==> src/rtl/uart_pkg.sv <==
// -----------------------------------------------------------------------------
// uart_pkg
// Shared definitions for the UART blocks: FSM state encoding, frame constants
// and the clocks-per-bit helper used to size the bit-timing counter.
// No ports (package).
// -----------------------------------------------------------------------------
package uart_pkg;

    // Frame format is fixed 8N1, LSB first.
    localparam int DATA_BITS = 8;
    localparam int STOP_BITS = 1;

    // Receiver FSM state encoding.
    localparam logic [2:0] ST_IDLE      = 3'd0;
    localparam logic [2:0] ST_START     = 3'd1;
    localparam logic [2:0] ST_DATA      = 3'd2;
    localparam logic [2:0] ST_STOP      = 3'd3;
    localparam logic [2:0] ST_WAIT_IDLE = 3'd4;

    // Clock cycles per bit, rounded to nearest.
    function automatic int clks_per_bit(input real clk_freq, input int baud_rate);
        return $rtoi((clk_freq / baud_rate) + 0.5);
    endfunction

endpackage

==> src/rtl/uart_rx_if.sv <==
// -----------------------------------------------------------------------------
// uart_rx_if
// Valid/ready byte channel from the UART receiver to its consumer.
//   rx_data  : received byte, stable while rx_valid is high
//   rx_valid : byte available
//   rx_ready : consumer accepts the byte
// master = receiver side (drives data/valid), slave = consumer side.
// -----------------------------------------------------------------------------
interface uart_rx_if;
    import uart_pkg::*;

    logic [DATA_BITS-1:0] rx_data;
    logic                 rx_valid;
    logic                 rx_ready;

    modport master (output rx_data, output rx_valid, input rx_ready);
    modport slave  (input rx_data, input rx_valid, output rx_ready);

endinterface

==> src/rtl/uart_rx_sync.sv <==
// -----------------------------------------------------------------------------
// uart_rx_sync
// Two-flop synchroniser for an asynchronous single-bit input. Both flops reset
// to 1 so an idle-high serial line does not look like a start bit after reset.
//   clk   : destination clock
//   arstn : asynchronous active-low reset
//   d     : asynchronous input
//   q     : synchronised output
// -----------------------------------------------------------------------------
module uart_rx_sync (
    input  logic clk,
    input  logic arstn,
    input  logic d,
    output logic q
);

    logic meta_q;
    logic sync_q;

    always_ff @(posedge clk or negedge arstn) begin
        if (!arstn) begin
            meta_q <= 1'b1;
            sync_q <= 1'b1;
        end else begin
            meta_q <= d;
            sync_q <= meta_q;
        end
    end

    assign q = sync_q;

endmodule

==> src/rtl/uart_rx.sv <==
// -----------------------------------------------------------------------------
// uart_rx
// 8N1 UART receiver, LSB first, delivering bytes over a valid/ready channel.
//   CLK_FREQ  : system clock frequency in Hz (real)
//   BAUD_RATE : line rate in bit/s
//   clk       : system clock, rising edge
//   arstn     : asynchronous active-low reset
//   rxd       : asynchronous serial input, idles high
//   rx_if     : master side of the byte channel (rx_data/rx_valid/rx_ready)
//   rx_busy   : frame in progress (FSM not in IDLE)
//   rx_error  : sticky framing/overrun flag, cleared only by reset
// Build option: define UART_RX_MAJORITY_EN to take every sample as the 2-of-3
// majority around the nominal sample cycle (decision one cycle later).
// -----------------------------------------------------------------------------
module uart_rx
    import uart_pkg::*;
#(
    parameter real    CLK_FREQ  = 100_000_000.0,
    parameter integer BAUD_RATE = 4_000_000
) (
    input  logic      clk,
    input  logic      arstn,
    input  logic      rxd,
    uart_rx_if.master rx_if,
    output logic      rx_busy,
    output logic      rx_error
);

    localparam int CLKS_PER_BIT = clks_per_bit(CLK_FREQ, BAUD_RATE);
    localparam int HALF         = CLKS_PER_BIT / 2;
    localparam int CW           = $clog2(CLKS_PER_BIT);
    localparam int BW           = $clog2(DATA_BITS);

    localparam logic [CW-1:0] CNT_LAST = CW'(CLKS_PER_BIT - 1);
    localparam logic [BW-1:0] BIT_LAST = BW'(DATA_BITS - 1);
`ifdef UART_RX_MAJORITY_EN
    // Majority decision lands one cycle after the nominal start-bit centre;
    // clearing the counter there keeps every later decision one cycle late too.
    localparam logic [CW-1:0] CNT_START = CW'(HALF + 1);
`else
    localparam logic [CW-1:0] CNT_START = CW'(HALF);
`endif

    generate
        if (CLKS_PER_BIT < 4) begin : g_rate_check
            $error("uart_rx: CLKS_PER_BIT must be at least 4");
        end
    endgenerate

    logic rxs;

    uart_rx_sync u_sync (
        .clk   (clk),
        .arstn (arstn),
        .d     (rxd),
        .q     (rxs)
    );

    // Line value used for every bit decision.
    logic sample;
`ifdef UART_RX_MAJORITY_EN
    logic hist1_q;
    logic hist2_q;

    always_ff @(posedge clk or negedge arstn) begin
        if (!arstn) begin
            hist1_q <= 1'b1;
            hist2_q <= 1'b1;
        end else begin
            hist1_q <= rxs;
            hist2_q <= hist1_q;
        end
    end

    assign sample = (hist2_q & hist1_q) | (hist2_q & rxs) | (hist1_q & rxs);
`else
    assign sample = rxs;
`endif

    logic [2:0]           state_q, state_d;
    logic [CW-1:0]        cnt_q, cnt_d;
    logic [BW-1:0]        bit_q, bit_d;
    logic [DATA_BITS-1:0] shift_q, shift_d;
    logic [DATA_BITS-1:0] data_q, data_d;
    logic                 valid_q, valid_d;
    logic                 error_q, error_d;
    logic                 deliver;
    logic                 frame_err;

    // State register
    always_ff @(posedge clk or negedge arstn) begin
        if (!arstn) begin
            state_q <= ST_IDLE;
            cnt_q   <= '0;
            bit_q   <= '0;
            shift_q <= '0;
        end else begin
            state_q <= state_d;
            cnt_q   <= cnt_d;
            bit_q   <= bit_d;
            shift_q <= shift_d;
        end
    end

    // Next-state logic
    always_comb begin
        state_d = state_q;
        cnt_d   = cnt_q;
        bit_d   = bit_q;
        shift_d = shift_q;
        unique case (state_q)
            ST_IDLE: begin
                cnt_d = '0;
                if (!rxs) begin
                    state_d = ST_START;
                end
            end
            ST_START: begin
                if (cnt_q == CNT_START) begin
                    cnt_d   = '0;
                    bit_d   = '0;
                    // A high line at the start-bit centre was only a glitch.
                    state_d = sample ? ST_IDLE : ST_DATA;
                end else begin
                    cnt_d = cnt_q + 1'b1;
                end
            end
            ST_DATA: begin
                if (cnt_q == CNT_LAST) begin
                    cnt_d   = '0;
                    shift_d = {sample, shift_q[DATA_BITS-1:1]};
                    bit_d   = bit_q + 1'b1;
                    if (bit_q == BIT_LAST) begin
                        state_d = ST_STOP;
                    end
                end else begin
                    cnt_d = cnt_q + 1'b1;
                end
            end
            ST_STOP: begin
                if (cnt_q == CNT_LAST) begin
                    cnt_d = '0;
                    // Leaving at the stop-bit centre leaves half a bit of
                    // margin to catch a back-to-back start bit.
                    state_d = sample ? ST_IDLE : ST_WAIT_IDLE;
                end else begin
                    cnt_d = cnt_q + 1'b1;
                end
            end
            ST_WAIT_IDLE: begin
                // Hold off until the line is released so a break does not
                // retrigger frames.
                if (rxs) begin
                    state_d = ST_IDLE;
                end
            end
            default: begin
                state_d = ST_IDLE;
                cnt_d   = '0;
            end
        endcase
    end

    // FSM outputs
    always_comb begin
        rx_busy   = (state_q != ST_IDLE);
        deliver   = (state_q == ST_STOP) && (cnt_q == CNT_LAST) && sample;
        frame_err = (state_q == ST_STOP) && (cnt_q == CNT_LAST) && !sample;
    end

    // Output holding register and sticky error
    always_comb begin
        data_d  = data_q;
        valid_d = valid_q;
        error_d = error_q;
        if (deliver) begin
            if (!valid_q || rx_if.rx_ready) begin
                data_d  = shift_q;
                valid_d = 1'b1;
            end else begin
                // Overrun: keep the unread byte, drop the new one.
                error_d = 1'b1;
            end
        end else if (rx_if.rx_ready) begin
            valid_d = 1'b0;
        end
        if (frame_err) begin
            error_d = 1'b1;
        end
    end

    always_ff @(posedge clk or negedge arstn) begin
        if (!arstn) begin
            data_q  <= '0;
            valid_q <= 1'b0;
            error_q <= 1'b0;
        end else begin
            data_q  <= data_d;
            valid_q <= valid_d;
            error_q <= error_d;
        end
    end

    assign rx_if.rx_data  = data_q;
    assign rx_if.rx_valid = valid_q;
    assign rx_error       = error_q;

endmodule

==> src/flat_wrapper.sv <==
// flat-port wrapper written by rule: the top's interface ports become plain ports
module uart_rx_flat import uart_pkg::*;
#(
    parameter real    CLK_FREQ  = 100_000_000.0,
    parameter integer BAUD_RATE = 4_000_000
)
  (clk, arstn, rxd, rx_busy, rx_error, rx_if_rx_data, rx_if_rx_valid, rx_if_rx_ready);
  uart_rx_if rx_if_i ();
  input  logic clk;
  input  logic arstn;
  input  logic rxd;
  output logic rx_busy;
  output logic rx_error;
  output wire logic [$bits(rx_if_i.rx_data)-1:0] rx_if_rx_data;
  output wire logic [$bits(rx_if_i.rx_valid)-1:0] rx_if_rx_valid;
  input wire logic [$bits(rx_if_i.rx_ready)-1:0] rx_if_rx_ready;
  assign rx_if_rx_data = rx_if_i.rx_data;
  assign rx_if_rx_valid = rx_if_i.rx_valid;
  assign rx_if_i.rx_ready = rx_if_rx_ready;
  uart_rx #(.CLK_FREQ(CLK_FREQ), .BAUD_RATE(BAUD_RATE)) u_core (.clk(clk), .arstn(arstn), .rxd(rxd), .rx_if(rx_if_i), .rx_busy(rx_busy), .rx_error(rx_error));
endmodule
==> config.mk <==
export PLATFORM = sky130hd
export DESIGN_NAME = uart_rx_flat
export DESIGN_NICKNAME = d
export VERILOG_FILES = /design/src/rtl/uart_pkg.sv /design/src/rtl/uart_rx_if.sv /design/src/rtl/uart_rx_sync.sv /design/src/rtl/uart_rx.sv /design/src/flat_wrapper.sv
export SDC_FILE = /design/constraint.sdc
export NUM_CORES = 1
export LEC_CHECK = 0
export CORE_MARGIN = 4
export CORE_UTILIZATION = 54
export CTS_CLUSTER_DIAMETER = 30
export CTS_CLUSTER_SIZE = 25
export DETAILED_ROUTE_END_ITERATION = 12
export HOLD_SLACK_MARGIN = 0.03
export PLACE_DENSITY = 0.77
export SYNTH_ARGS = -nofsm -noshare
export SYNTH_HDL_FRONTEND = slang
export SYNTH_HIERARCHICAL = 1
export SYNTH_SLANG_ARGS = --single-unit
==> constraint.sdc <==
create_clock -name clk -period 2.35 [get_ports clk]
set_clock_uncertainty 0.15 [all_clocks]
set_input_delay 0.47 -clock clk [delete_from_list [all_inputs] [get_ports clk]]
set_output_delay 0.47 -clock clk [all_outputs]
set_load 0.1 [all_outputs]
== Word level (Yosys, flattened, before mapping) ==
Cells that the tools add are included.

* Flip-flop bits (word level): 31
* Bits in latches: 0
* Bits in writable memories: 0
* Memory bits (read-only): 0
* Output and inout port bits: 11
* Memories: 0

* $add $sub $neg: 2
* Multipliers: 0
* Divide/modulo/power cells: 0
* Magnitude comparators: 0
* Equal/unequal tests: 15
* Shift-type cells: 0
* Muxes and demuxes: 21
* Bitwise gates (word level): 0
* Reduce and logical (&&, ||, !) cells: 18

{| class="wikitable"
|+ Operators with widths
! kind !! number
|-
| 3-bit two-way mux || 9
|-
| 3-bit one-hot mux with 5 select lines || 1
|-
| 5-bit one-hot mux with 3 select lines || 1
|-
| 5-bit two-way mux || 2
|-
| 2-bit by 1-bit != test with 1-bit output, second input constant || 5
|-
| 2-bit AND reduction || 4
|-
| 3-bit by 2-bit == test with 1-bit output, second input constant || 2
|-
| 3-bit == test, second input constant || 2
|-
| 1-bit two-way mux || 6
|-
| 2-bit != test, second input constant || 3
|-
| 3-bit one-hot mux with 2 select lines || 1
|-
| 6-bit AND reduction || 1
|-
| 2-bit nonzero test || 3
|-
| 5-bit by 1-bit adder with 5-bit output, second input constant || 1
|-
| 5-bit by 4-bit == test with 1-bit output, second input constant || 1
|-
| 5-bit == test, second input constant || 1
|-
| 3-bit by 1-bit adder with 3-bit output, second input constant || 1
|-
| 3-bit by 1-bit == test with 1-bit output, second input constant || 1
|-
| 1-bit logical AND || 3
|-
| 3-bit zero test || 1
|-
| 3-bit AND reduction || 1
|-
| 3-bit nonzero test || 1
|-
| 1-bit zero test || 2
|-
| 2-bit two-way mux || 1
|-
| other kinds (2) || 2
|}

== Longest topological paths before layout ==
* Depth after elaboration: 5
* Gate-level depth with buffers: 7

== Cells and area by module ==
The synthesis kept the hierarchy.

{| class="wikitable"
|+ By module, submodules not included
! module !! times used !! cells each !! area an instance (µm²)
|-
| uart_rx || 1 || 124 || 1341.3
|-
| uart_rx_sync || 1 || 2 || 52.6
|}

== Worst setup path before layout ==
Ideal clock, no wire load.

* Path kind: register to register
* Start: register u_core.cnt_q[0]
* End: register u_core.bit_q[0]
* Library setup time: 125 ps
* Arrival time: 1711 ps
* Setup slack: 364 ps
* Cell stages (with the launch flop): 8
* Path buffers: 1
* Clock period less this slack: 1986 ps
* Cells stage by stage: dfrtp_1 -> inv_1 -> ha_1 -> nand4b_4 -> or3_1 -> buf_6 -> a21o_1 -> mux2_4

* Longest elaborated chain between the ends: 3
* Elaborated cells on any way between the ends: 5
* Those cells by class: 4 x eq/ne; 1 x reduce/logical

{| class="wikitable"
|+ RTL lines
! item !! line !! RTL
|-
| from (decl) || uart_rx.sv:81 || <nowiki>logic [CW-1:0] cnt_q, cnt_d;</nowiki>
|-
| from (signal assigned) || uart_rx.sv:99 || <nowiki>cnt_q <= cnt_d;</nowiki>
|-
| 5-bit == test / 5-bit by 4-bit == test with 1-bit output (equally long branches) || uart_rx.sv:129, uart_rx.sv:119 ||
|-
| 2-bit by 1-bit != test with 1-bit output (no source line) || - ||
|-
| 3-bit AND reduction (no source line) * || - ||
|-
| to (signal assigned) || uart_rx.sv:100 || <nowiki>bit_q <= bit_d;</nowiki>
|-
| to (decl) || uart_rx.sv:82 || <nowiki>logic [BW-1:0] bit_q, bit_d;</nowiki>
|}

Mark *: on every way between the ends. The rest lies on a longest branch, timed or not.
A chain may end at the register's enable or synchronous reset.

== Worst setup path in the final report ==
* Start: register u_core.cnt_q[0]
* End: register u_core.data_q[1] (netlist: u_core/rx_if.rx_data[1])

* Longest elaborated chain between the ends: 4

{| class="wikitable"
|+ RTL lines
! item !! line !! RTL
|-
| 5-bit == test || uart_rx.sv:167 || <nowiki>deliver = (state_q == ST_STOP) && (cnt_q == CNT_LAST) && sample;</nowiki>
|-
| 1-bit logical AND (2 in series) || uart_rx.sv:167 ||
|-
| 2-bit AND reduction (no source line) || - ||
|-
| to (signal assigned) || uart_rx.sv:198 || <nowiki>data_q <= data_d;</nowiki>
|-
| to (decl) || uart_rx.sv:84 || <nowiki>logic [DATA_BITS-1:0] data_q, data_d;</nowiki>
|}

Every way passes these cells.

==> results.ini <==
[status]
status = completed

[setup_path]
cp_max_fo = 8
reg2reg_setup_slack_ns = 0.17
crit_buf_inv = 1
worstReg2RegStart = u_core/cnt_q[0]$_DFFE_PN0N_
path_class = reg2reg
cp-end-kind = register
crit_chain = inv_1, ha_1, and4b_1, nand3_1, nor2_2, mux2_2
max_stage_delay_ns = 0.41
rr_worst_depth = 6
r2r-end = u_core/rx_if.rx_data[1]$_DFFE_PN0P_
cpMaxStageDelayCell = dfrtp_1
required_ns = 2.43
crit_arrival_ns = 2.25
startpoint_type = register
cpLargestDelayFamily = simple AND/OR/NAND/NOR gates

[cts]
clk_latency_ns = 0.33
cts_tree = done
cts.clk_slew.worst_paths_ns = 0.10
cts.sinks = 31
postCtsSetupRepairBufs = 0
root_buffer = clkbuf_4
hold_buffers = 0
cts_buffer_depth = 2
cts.htree.levels = 2
cts_buffers = 5
cts_resized = 0

[detailed_routing]
drt_first_iter_violations = 30
viasPerCell = 5.53
ant_nets = 0
drt-pass1-iter-count = 4
drcViolationCount = 0
num_vias = 974
avgRoutedWirePerCell_um = 13.9
wl_um = 2450

[grt]
grt_use_met3_pct = 6.80
grt-ovfl-total = 0
use_met2_pct = 24.9
busiest_layer = met2
grt_pass1_wl_um = 4260
grt_pass1_vias = 969
grt_max_degree = 32
use_met1_pct = 20.8
grt_usage_pct = 17.0
antenna_found_initial = 0

[finish]
nets = 153
area_delta_synth_final_pct = 17.4
multi_input_area_um2 = 572
drive_gt1_share_pct = 26.7
num_antenna_cells = 0
fin_area_um2 = 1640
finish.utilization_pct = 66.1
fillers = 205
register_area_um2 = 778

[worst_hold_path]
hp-start = u_core/u_sync/meta_q$_DFF_PN1_
hold_class = reg2reg
min_path_cells = 0
hold_path_end = u_core/u_sync/q$_DFF_PN1_

[yosys]
synth_edf_count = 0
syn_avg_cell_area_um2 = 11.1
synthDistinctLibCells = 36
synth_xor_area_share_pct = 1.26
synth_fp_nets = 134
synthArstFlopShare_pct = 100
ys_ff_latch = 31
synth_top_family_by_area = simple AND/OR/NAND/NOR gates
synth.cell_area_um2 = 1390
ys.flop_type = dfrtp_1
synth_compound_area_share_pct = 9.78
synth_fa_ha_area_share_pct = 3.59
yosys_warnings = 6
yosys.area_share.simple_pct = 18.9
synthMuxAreaShare_pct = 7.54
syn_inst = 126
yosysSeqAreaShare_pct = 55.8

[place]
hpwl_um = 1800
place_congestion = 0.872
port_buffers = 14
dpl_cell_area_um2 = 1550

[run]
maxCapViolations = 0

[sta]
rsz0062_at_grt = false
max_freq_mhz = 459
slew_headroom_pct = 71.6
maxSlewViolCount = 0
fin_tns_setup_ns = 0
finalHoldViolCount = 0
min_period_over_period_pct = 92.7
setup_viol = 0
worst_pin_slew_ns = 0.425
holdWs_ns = 0.210
layout_min_cycle_time_ns = 2.18

[pwr]
powerDensity_nw_per_um2 = 722
power_leakage_nw = 0.856
vdd_ir_drop_max_mv = 0.697

[floorplan]
die_y_um = 58.8
start_util_pct = 56.3
boundaryPins = 15
rows = 18
coreArea_um2 = 2480
fp.dieW_um = 58.8
die_area_um2 = 3460

[routing by layer]
metal  part of all wire [%]  up-vias
met4                    3.1        0
met5                      0        -
met2                     46       24
li1                       -      476
met1                     45      465
met3                    5.6        9
[worst max path at each step]
stage / from / end / slack, ns / cells after the start
detailed placement: u_core/cnt_q[0]$_DFFE_PN0N_ / u_core/rx_if.rx_data[1]$_DFFE_PN0P_ / 0.16 / 6
CTS: u_core/cnt_q[0]$_DFFE_PN0N_ / u_core/rx_if.rx_data[1]$_DFFE_PN0P_ / 0.16 / 6
global route: u_core/cnt_q[0]$_DFFE_PN0N_ / u_core/rx_if.rx_data[4]$_DFFE_PN0P_ / 0.007 / 6
finish: u_core/cnt_q[0]$_DFFE_PN0N_ / u_core/rx_if.rx_data[1]$_DFFE_PN0P_ / 0.17 / 6
global placement: rx_if_rx_ready / u_core/rx_if.rx_data[6]$_DFFE_PN0P_ / 0.24 / 4
floorplan: u_core/cnt_q[0]$_DFFE_PN0N_ / u_core/bit_q[0]$_DFFE_PN0P_ / 0.36 / 7
[logic make-up (layout without fill, tap and decap cells)]
family	Yosys count	in the layout
mux	9	9
fa+ha+maj	4	4
simple gates	51	51
xor+xnor	2	2
compound gates	20	20
flops	31	31
buf+inv	9	29
[where the power goes]
group / switching, mW / internal, mW
clock network: 0.175 / 0.251
logic: 0.0776 / 0.0714
registers: 0.0423 / 0.563
[placed cells by master (no fill, tap or decap), types with 3 or more instances in the layout]
| cell type | Yosys | final |
|---|---|---|
| inv_1 | 4 | 4 |
| o21ai_0 | 4 | 4 |
| nand2_1 | 27 | 27 |
| or3_1 | 3 | 3 |
| nand3_1 | 3 | 3 |
| clkdlybuf4s50_1 | 0 | 3 |
| mux2_2 | 8 | 8 |
| buf_4 | 0 | 13 |
| a21oi_1 | 5 | 5 |
| dfrtp_1 | 29 | 29 |
| clkbuf_4 | 0 | 5 |
| ha_1 | 4 | 4 |
| a21o_1 | 3 | 3 |
| nor2_1 | 6 | 6 |
[flip-flops by register name (all words and copies together) (netlist names)]
| name | count |
|---|---|
| u_core/bit_q | 3 |
| u_core/cnt_q | 5 |
| u_core/rx_error | 1 |
| u_core/rx_if.rx_data | 8 |
| u_core/rx_if.rx_valid | 1 |
| u_core/shift_q | 8 |
| u_core/state_q | 3 |
| u_core/u_sync/meta_q | 1 |
| u_core/u_sync/q | 1 |
[Yosys cell counts (all sizes together), types with 3 or more instances]
| cell | n | area share, % |
|---|---|---|
| dfrtp | 29 | 52 |
| nand2 | 27 | 7.3 |
| or3 | 3 | 1.3 |
| a21oi | 5 | 1.8 |
| nor2 | 7 | 2.1 |
| ha | 4 | 3.6 |
| a21o | 3 | 1.6 |
| o21ai | 4 | 1.4 |
| nand3 | 3 | 1.1 |
| inv | 4 | 1.1 |
| mux2 | 9 | 7.5 |
| buf | 3 | 1.5 |
[cell type report]
cell class / instances / share of cell area [%]
Clock buffer: 6 / 3.13
Clock inverter: 2 / 2.14
Inverter: 4 / 0.917
Multi-Input combinational cell: 86 / 34.9
Sequential cell: 31 / 47.6
Tap cell: 30 / 2.29
Timing Repair Buffer: 17 / 9.02
[per-stage QoR]
step | power (mW) | std cells | setup WS, ns
final | 1.18 | 176 | 0.172
after global routing | 1.25 | 176 | 0.00677
after CTS | 1.20 | 176 | 0.155
after detailed placement | 0.766 | 168 | 0.157
after global placement | 0.752 | 168 | 0.243
after floorplan | 0.712 | 126 | 0.364
Power figures use the tool's default switching activity.
